**src/rtl/jtag_tap.sv**
```systemverilog
// jtag_tap: IEEE 1149.1 TAP with 16-state controller, IR, BYPASS, IDCODE and NUM_USER user DR channels.
// Optional 32-bit USERCODE register is enabled by defining JTAG_TAP_USERCODE_EN.
module jtag_tap #(
    parameter int          IR_WIDTH     = 4,
    parameter logic [31:0] IDCODE_VAL   = 32'h1000_0001,
    parameter int          IDCODE_OP    = 1,
    parameter int          NUM_USER     = 2,
    parameter int          USER_BASE    = 2
`ifdef JTAG_TAP_USERCODE_EN
    ,
    parameter logic [31:0] USERCODE_VAL = 32'h0000_0000,
    parameter int          USERCODE_OP  = IDCODE_OP + NUM_USER + 1
`endif
) (
    input  logic                TCK,
    input  logic                TRST,
    input  logic                TMS,
    input  logic                TDI,
    output logic                TDO,
    output logic                TDO_EN,
    output logic [3:0]          STATE,
    output logic [IR_WIDTH-1:0] IR_OUT,
    output logic                Resetn,
    output logic [NUM_USER-1:0] USER_SEL,
    output logic                USER_CAPTURE,
    output logic                USER_SHIFT,
    output logic                USER_UPDATE,
    input  logic [NUM_USER-1:0] USER_TDO
);

    typedef enum logic [3:0] {
        EXIT2_DR   = 4'h0, EXIT1_DR  = 4'h1, SHIFT_DR   = 4'h2, PAUSE_DR = 4'h3,
        SELECT_IR  = 4'h4, UPDATE_DR = 4'h5, CAPTURE_DR = 4'h6, SELECT_DR = 4'h7,
        EXIT2_IR   = 4'h8, EXIT1_IR  = 4'h9, SHIFT_IR   = 4'hA, PAUSE_IR = 4'hB,
        RTI        = 4'hC, UPDATE_IR = 4'hD, CAPTURE_IR = 4'hE, TLR      = 4'hF
    } tap_state_e;

    localparam logic [IR_WIDTH-1:0] IR_CAPTURE = IR_WIDTH'(2'b01);
    localparam logic [IR_WIDTH-1:0] IDCODE_IR  = IR_WIDTH'(IDCODE_OP);

    tap_state_e          state_q, state_d;
    logic [IR_WIDTH-1:0] ir_shift_q, ir_shift_d;
    logic                bypass_q, bypass_d;
    logic [31:0]         idcode_q, idcode_d;
    logic [IR_WIDTH-1:0] ir_out_q, ir_out_d;
    logic                tdo_q, tdo_d;
    logic                tdo_en_q, tdo_en_d;
    logic                resetn_q, resetn_d;
    logic [31:0]         ir_ext_s;
    logic                sel_idcode_s;
    logic [NUM_USER-1:0] user_sel_s;
    logic                dr_tdo_s;
`ifdef JTAG_TAP_USERCODE_EN
    logic [31:0]         usercode_q, usercode_d;
    logic                sel_usercode_s;
`endif

    // TAP controller next-state function
    always_comb begin
        state_d = TLR;
        case (state_q)
            TLR:        state_d = TMS ? TLR       : RTI;
            RTI:        state_d = TMS ? SELECT_DR : RTI;
            SELECT_DR:  state_d = TMS ? SELECT_IR : CAPTURE_DR;
            CAPTURE_DR: state_d = TMS ? EXIT1_DR  : SHIFT_DR;
            SHIFT_DR:   state_d = TMS ? EXIT1_DR  : SHIFT_DR;
            EXIT1_DR:   state_d = TMS ? UPDATE_DR : PAUSE_DR;
            PAUSE_DR:   state_d = TMS ? EXIT2_DR  : PAUSE_DR;
            EXIT2_DR:   state_d = TMS ? UPDATE_DR : SHIFT_DR;
            UPDATE_DR:  state_d = TMS ? SELECT_DR : RTI;
            SELECT_IR:  state_d = TMS ? TLR       : CAPTURE_IR;
            CAPTURE_IR: state_d = TMS ? EXIT1_IR  : SHIFT_IR;
            SHIFT_IR:   state_d = TMS ? EXIT1_IR  : SHIFT_IR;
            EXIT1_IR:   state_d = TMS ? UPDATE_IR : PAUSE_IR;
            PAUSE_IR:   state_d = TMS ? EXIT2_IR  : PAUSE_IR;
            EXIT2_IR:   state_d = TMS ? UPDATE_IR : SHIFT_IR;
            UPDATE_IR:  state_d = TMS ? SELECT_DR : RTI;
            default:    state_d = TLR;
        endcase
    end

    // Capture/shift behaviour of the IR shifter and the built-in data registers
    always_comb begin
        ir_shift_d = ir_shift_q;
        bypass_d   = bypass_q;
        idcode_d   = idcode_q;
`ifdef JTAG_TAP_USERCODE_EN
        usercode_d = usercode_q;
`endif
        if (state_q == CAPTURE_IR) begin
            ir_shift_d = IR_CAPTURE;
        end else if (state_q == SHIFT_IR) begin
            ir_shift_d = {TDI, ir_shift_q[IR_WIDTH-1:1]};
        end else begin
            ir_shift_d = ir_shift_q;
        end
        if (state_q == CAPTURE_DR) begin
            bypass_d   = 1'b0;
            idcode_d   = IDCODE_VAL;
`ifdef JTAG_TAP_USERCODE_EN
            usercode_d = USERCODE_VAL;
`endif
        end else if (state_q == SHIFT_DR) begin
            bypass_d   = TDI;
            idcode_d   = {TDI, idcode_q[31:1]};
`ifdef JTAG_TAP_USERCODE_EN
            usercode_d = {TDI, usercode_q[31:1]};
`endif
        end else begin
            bypass_d   = bypass_q;
        end
    end

    // Rising-edge state: controller and all shift registers
    always_ff @(posedge TCK or posedge TRST) begin
        if (TRST) begin
            state_q    <= TLR;
            ir_shift_q <= '0;
            bypass_q   <= 1'b0;
            idcode_q   <= IDCODE_VAL;
`ifdef JTAG_TAP_USERCODE_EN
            usercode_q <= USERCODE_VAL;
`endif
        end else begin
            state_q    <= state_d;
            ir_shift_q <= ir_shift_d;
            bypass_q   <= bypass_d;
            idcode_q   <= idcode_d;
`ifdef JTAG_TAP_USERCODE_EN
            usercode_q <= usercode_d;
`endif
        end
    end

    // Instruction decode; the if-chain order is the opcode priority
    always_comb begin
        ir_ext_s     = 32'(ir_out_q);
        sel_idcode_s = 1'b0;
        user_sel_s   = '0;
`ifdef JTAG_TAP_USERCODE_EN
        sel_usercode_s = 1'b0;
`endif
        if (ir_out_q == '1) begin
            sel_idcode_s = 1'b0;
        end else if (ir_ext_s == 32'(IDCODE_OP)) begin
            sel_idcode_s = 1'b1;
`ifdef JTAG_TAP_USERCODE_EN
        end else if (ir_ext_s == 32'(USERCODE_OP)) begin
            sel_usercode_s = 1'b1;
`endif
        end else begin
            for (int i = 0; i < NUM_USER; i++) begin
                user_sel_s[i] = (ir_ext_s == 32'(USER_BASE + i));
            end
        end
    end

    // Serial output of the currently selected data register
    always_comb begin
        dr_tdo_s = bypass_q;
        if (sel_idcode_s) begin
            dr_tdo_s = idcode_q[0];
`ifdef JTAG_TAP_USERCODE_EN
        end else if (sel_usercode_s) begin
            dr_tdo_s = usercode_q[0];
`endif
        end else if (|user_sel_s) begin
            dr_tdo_s = |(USER_TDO & user_sel_s);
        end else begin
            dr_tdo_s = bypass_q;
        end
    end

    // Falling-edge output stage: active instruction, TDO, TDO_EN, Resetn
    always_comb begin
        ir_out_d = ir_out_q;
        tdo_d    = tdo_q;
        if (state_q == UPDATE_IR) begin
            ir_out_d = ir_shift_q;
        end else if (state_q == TLR) begin
            ir_out_d = IDCODE_IR;
        end else begin
            ir_out_d = ir_out_q;
        end
        if (state_q == SHIFT_IR) begin
            tdo_d = ir_shift_q[0];
        end else if (state_q == SHIFT_DR) begin
            tdo_d = dr_tdo_s;
        end else begin
            tdo_d = tdo_q;
        end
        tdo_en_d = (state_q == SHIFT_IR) || (state_q == SHIFT_DR);
        resetn_d = (state_q != TLR);
    end

    // Falling-edge registers so TDO is stable across the next rising edge
    always_ff @(negedge TCK or posedge TRST) begin
        if (TRST) begin
            ir_out_q <= IDCODE_IR;
            tdo_q    <= 1'b0;
            tdo_en_q <= 1'b0;
            resetn_q <= 1'b0;
        end else begin
            ir_out_q <= ir_out_d;
            tdo_q    <= tdo_d;
            tdo_en_q <= tdo_en_d;
            resetn_q <= resetn_d;
        end
    end

    assign STATE        = state_q;
    assign IR_OUT       = ir_out_q;
    assign TDO          = tdo_q;
    assign TDO_EN       = tdo_en_q;
    assign Resetn       = resetn_q;
    assign USER_SEL     = user_sel_s;
    assign USER_CAPTURE = (state_q == CAPTURE_DR) && (|user_sel_s);
    assign USER_SHIFT   = (state_q == SHIFT_DR) && (|user_sel_s);
    assign USER_UPDATE  = (state_q == UPDATE_DR) && (|user_sel_s);

endmodule

```
**config.mk**
```make
export PLATFORM = sky130hd
export DESIGN_NAME = jtag_tap
export DESIGN_NICKNAME = d
export VERILOG_FILES = /design/src/rtl/jtag_tap.sv
export SDC_FILE = /design/constraint.sdc
export NUM_CORES = 1
export LEC_CHECK = 0
export CORE_UTILIZATION = 49
export DETAILED_ROUTE_END_ITERATION = 16
export GPL_TIMING_DRIVEN = 0
export PLACE_DENSITY = 0.74
export SLEW_MARGIN = 5
export SYNTH_ARGS = -nofsm -noshare
export SYNTH_HDL_FRONTEND = slang
export SYNTH_SLANG_ARGS = --single-unit
export TNS_END_PERCENT = 1
```
**constraint.sdc**
```tcl
create_clock -name TCK -period 1.96 [get_ports TCK]
set_clock_uncertainty 0.2 [all_clocks]
set_input_delay 0.588 -clock TCK [delete_from_list [all_inputs] [get_ports TCK]]
set_output_delay 0.588 -clock TCK [all_outputs]
set_load 0.01 [all_outputs]
```
==> flow_summary.json <==
{
  "dieArea_um2": 4140,
  "grt_pass1_vias": 1230,
  "cts_buffers": 5,
  "critPathCaptureType": "output port",
  "switching_share_pct": 33.8,
  "drtPass1Iterations": 4,
  "drc": 0,
  "max_cap_violations": 0,
  "synth_compound_area_share_pct": 21.7,
  "multi_input_area_um2": 654,
  "synth.most_common_cell": "dfrtp_1",
  "critPathLaunchType": "register",
  "relSlewSlack_pct": 78.9,
  "gp_congestion": 0.772,
  "worstPathArrival_ns": 2.57,
  "die_h_um": 64.4,
  "gr-usage-met3_pct": 7.14,
  "hold_class": "input pin to asynchronous set/reset pin",
  "intPower_mw": 2.12,
  "die_width_um": 64.4,
  "seq_area_um2": 1180,
  "via_per_inst": 5.67,
  "synth_top_family_by_area": "compound AO/OA/AOI/OAI gates",
  "synth_top_area_share_pct": 44.6,
  "syn_area_per_cell_um2": 12.2,
  "grt_overflow": 0,
  "grt.total_usage_pct": 20.6,
  "slowest_delay_ns": 0.43,
  "dpl_cell_area_um2": 2210,
  "synthTopCellsByCount": "dfrtp_1 (34), a22o_1 (30), nand2_1 (13)",
  "yosys_warnings": 0,
  "synthMuxAreaShare_pct": 0,
  "combPwrFrac_pct": 34.7,
  "cts-root-buf": "clkbuf_8",
  "grt.met1_usage_pct": 29.6,
  "hpwl_um": 2540,
  "design_area_um2": 2360,
  "synth_edf_count": 0,
  "vias": 1344,
  "p_total_mw": 3.20,
  "setup_ws_ns": -1.40,
  "clkTransAtPathRegs_ns": 0.09,
  "io_buffers": 21,
  "clock_sinks": 47,
  "leakagePower_nw": 1.12,
  "setup_viol": 19,
  "ys.flop_type": "dfrtp_1",
  "ir_worst_vdd_uv": 862,
  "finalNetCount": 194,
  "drv_slew": 0,
  "synth_top_area_cell": "dfrtp_1",
  "p_seq_share_pct": 43.5,
  "hold_ws_ns": 0.102,
  "worstPathMaxFanout": 6,
  "ys_seq_area_share_pct": 62.2,
  "worstMarginPinSlew_ns": 0.317,
  "synth-xor-area-share_pct": 0,
  "drt_iter0_drc": 69,
  "h-tree-depth": 2,
  "grt_max_degree": 29,
  "clock_latency_ns": 0.35,
  "fillers": 296,
  "power_frac_clock_pct": 21.8,
  "critPathKind": "register to output port",
  "synth_area_um2": 1910,
  "antenna_found_initial": 0,
  "synthAdderAreaFrac_pct": 0,
  "ys_types": 32,
  "routed_wl_um": 3770,
  "drive_gt1_share_pct": 28.6,
  "rsz0062_at_grt": "true",
  "synth_simple_gate_area_share_pct": 10.5,
  "p_switching_mw": 1.08,
  "n_antenna_cell": 0,
  "cts_buffer_depth": 2,
  "cp.required_ns": 1.17,
  "run_status": "finished, violations left",
  "syn2layout_area_growth_pct": 24.0,
  "ant_nets": 0,
  "netlist_instances": 156,
  "initial_core_util_pct": 51.7,
  "synth-seq-cells": 47,
  "core_um2": 3690,
  "finalHoldViolations": 0,
  "met2_usage_pct": 29.2,
  "row_count": 22,
  "cts_tree": "yes",
  "cpLargestDelayFamily": "simple AND/OR/NAND/NOR gates",
  "path_cells": "or3b_1, buf_6, nor4b_4, buf_2",
  "path_buf_inv": 2,
  "syn_nets": 162,
  "slowest_stage": "dfrtn_1",
  "netlist_top_cells_area": "dfrtp_1 (45%), a22o_1 (14%), dfstp_2 (9.7%), dfrtn_1 (7.9%), o21ai_0 (2.6%)",
  "ys_async_sr_fraction_pct": 100,
  "grt_pass1_wl_um": 6330,
  "io_pins": 22,
  "grt_busiest_layer": "met1",
  "avgRoutedWirePerCell_um": 15.9,
  "cellPowerDensity_nw_per_um2": 1350,
  "hold_buffers": 0,
  "failed_checks": "setup timing"
}
## path summary, 6_finish.rpt
kind,depth (start not counted),to,start,slack [ns]
setup / recovery,4,USER_UPDATE,IR_OUT[1]$_DFFE_NP0P_,-1.40
hold / removal,2,idcode_q[6]$_DFFE_PP0N_,TRST,0.10
setup reg to reg,3,TDO$_DFFE_NP0P_,STATE[1]$_DFF_PP1_,-0.57
hold reg to reg,1,idcode_q[3]$_DFFE_PP0N_,idcode_q[4]$_DFFE_PP0N_,0.29
max in group asynchronous,3,IR_OUT[0]$_DFFE_NP1P_,TRST,0.05
min in group TCK,1,idcode_q[3]$_DFFE_PP0N_,idcode_q[4]$_DFFE_PP0N_,0.29
## what timing repair did
action	4_1_cts	5_1_grt
buffers inserted	2	1
gates resized for setup	71	12
endpoints found under the setup margin	30	22
pin swaps	1	1
## final cells by class
class | instances | share of cell area [%]
Clock buffer | 6 | 3.07
Multi-Input combinational cell | 91 | 27.7
Clock inverter | 3 | 1.75
Sequential cell | 47 | 50.1
Inverter | 5 | 1.01
Timing Repair Buffer | 25 | 9.05
Buffer | 12 | 4.76
Tap cell | 48 | 2.54
## state kept, by name (all words and copies together), names as in the netlist
name,cells
STATE,4
bypass_q,1
TDO,1
Resetn,1
idcode_q,31
ir_shift_q,4
TDO_EN,1
IR_OUT,4
## metal layers
metal | part of all wire [%] | vias to the layer above
met2 | 47 | 32
met5 | 0 | -
met3 | 4.0 | 4
li1 | - | 628
met1 | 48 | 680
met4 | 1.0 | 0
## power groups by stage
| stage | sequential, mW | combinational, mW | clock, mW |
|---|---|---|---|
| 6_report | 1.39 | 1.11 | 0.699 |
| 5_1_grt | 1.42 | 1.21 | 0.766 |
| 4_1_cts | 1.38 | 1.06 | 0.712 |
| 3_5_place_dp | 1.40 | 1.03 | 0.00638 |
| 3_3_place_gp | 1.39 | 0.998 | 0.00638 |
| 2_1_floorplan | 1.40 | 0.638 | 0.00638 |
## metrics by stage
step / cells / utilization [%] / setup WS, ns / TNS, ns
after CTS: 236 / 63.3 / -1.39 / -14.37
after global routing: 237 / 64.1 / -1.46 / -15.04
after floorplan: 156 / - / -1.03 / -15.26
final: 237 / 64.1 / -1.40 / -14.16
after global placement: 225 / 59.4 / -1.58 / -53.29
after detailed placement: 226 / 59.9 / -1.56 / -21.23
## logic make-up after synthesis
logic type / Yosys count
AO/OA/AOI/OAI: 53
AND/OR/NAND/NOR: 38
flip-flops: 47
buffers and inverters: 18
## cell usage in the layout, fill, tap and decap left out, types with 2 or more instances in the layout
| cell | Yosys | routed |
|---|---|---|
| buf_2 | 7 | 13 |
| nor3_2 | 1 | 2 |
| clkdlybuf4s50_1 | 0 | 4 |
| nand2_1 | 13 | 13 |
| dfrtn_1 | 6 | 6 |
| o22a_1 | 2 | 2 |
| o21ai_0 | 10 | 8 |
| nor2_1 | 7 | 6 |
| inv_1 | 6 | 5 |
| o21ai_1 | 0 | 2 |
| nand2b_1 | 3 | 3 |
| nor2_2 | 1 | 2 |
| a21oi_1 | 4 | 4 |
| clkbuf_8 | 0 | 6 |
| buf_6 | 4 | 10 |
| clkbuf_2 | 0 | 2 |
| dlygate4sd2_1 | 0 | 2 |
| dfrtp_1 | 34 | 34 |
| nand3_1 | 3 | 2 |
| dfstp_2 | 7 | 7 |
| nor3b_1 | 2 | 2 |
| a22o_1 | 30 | 30 |
(Power assumes the default switching activity.)
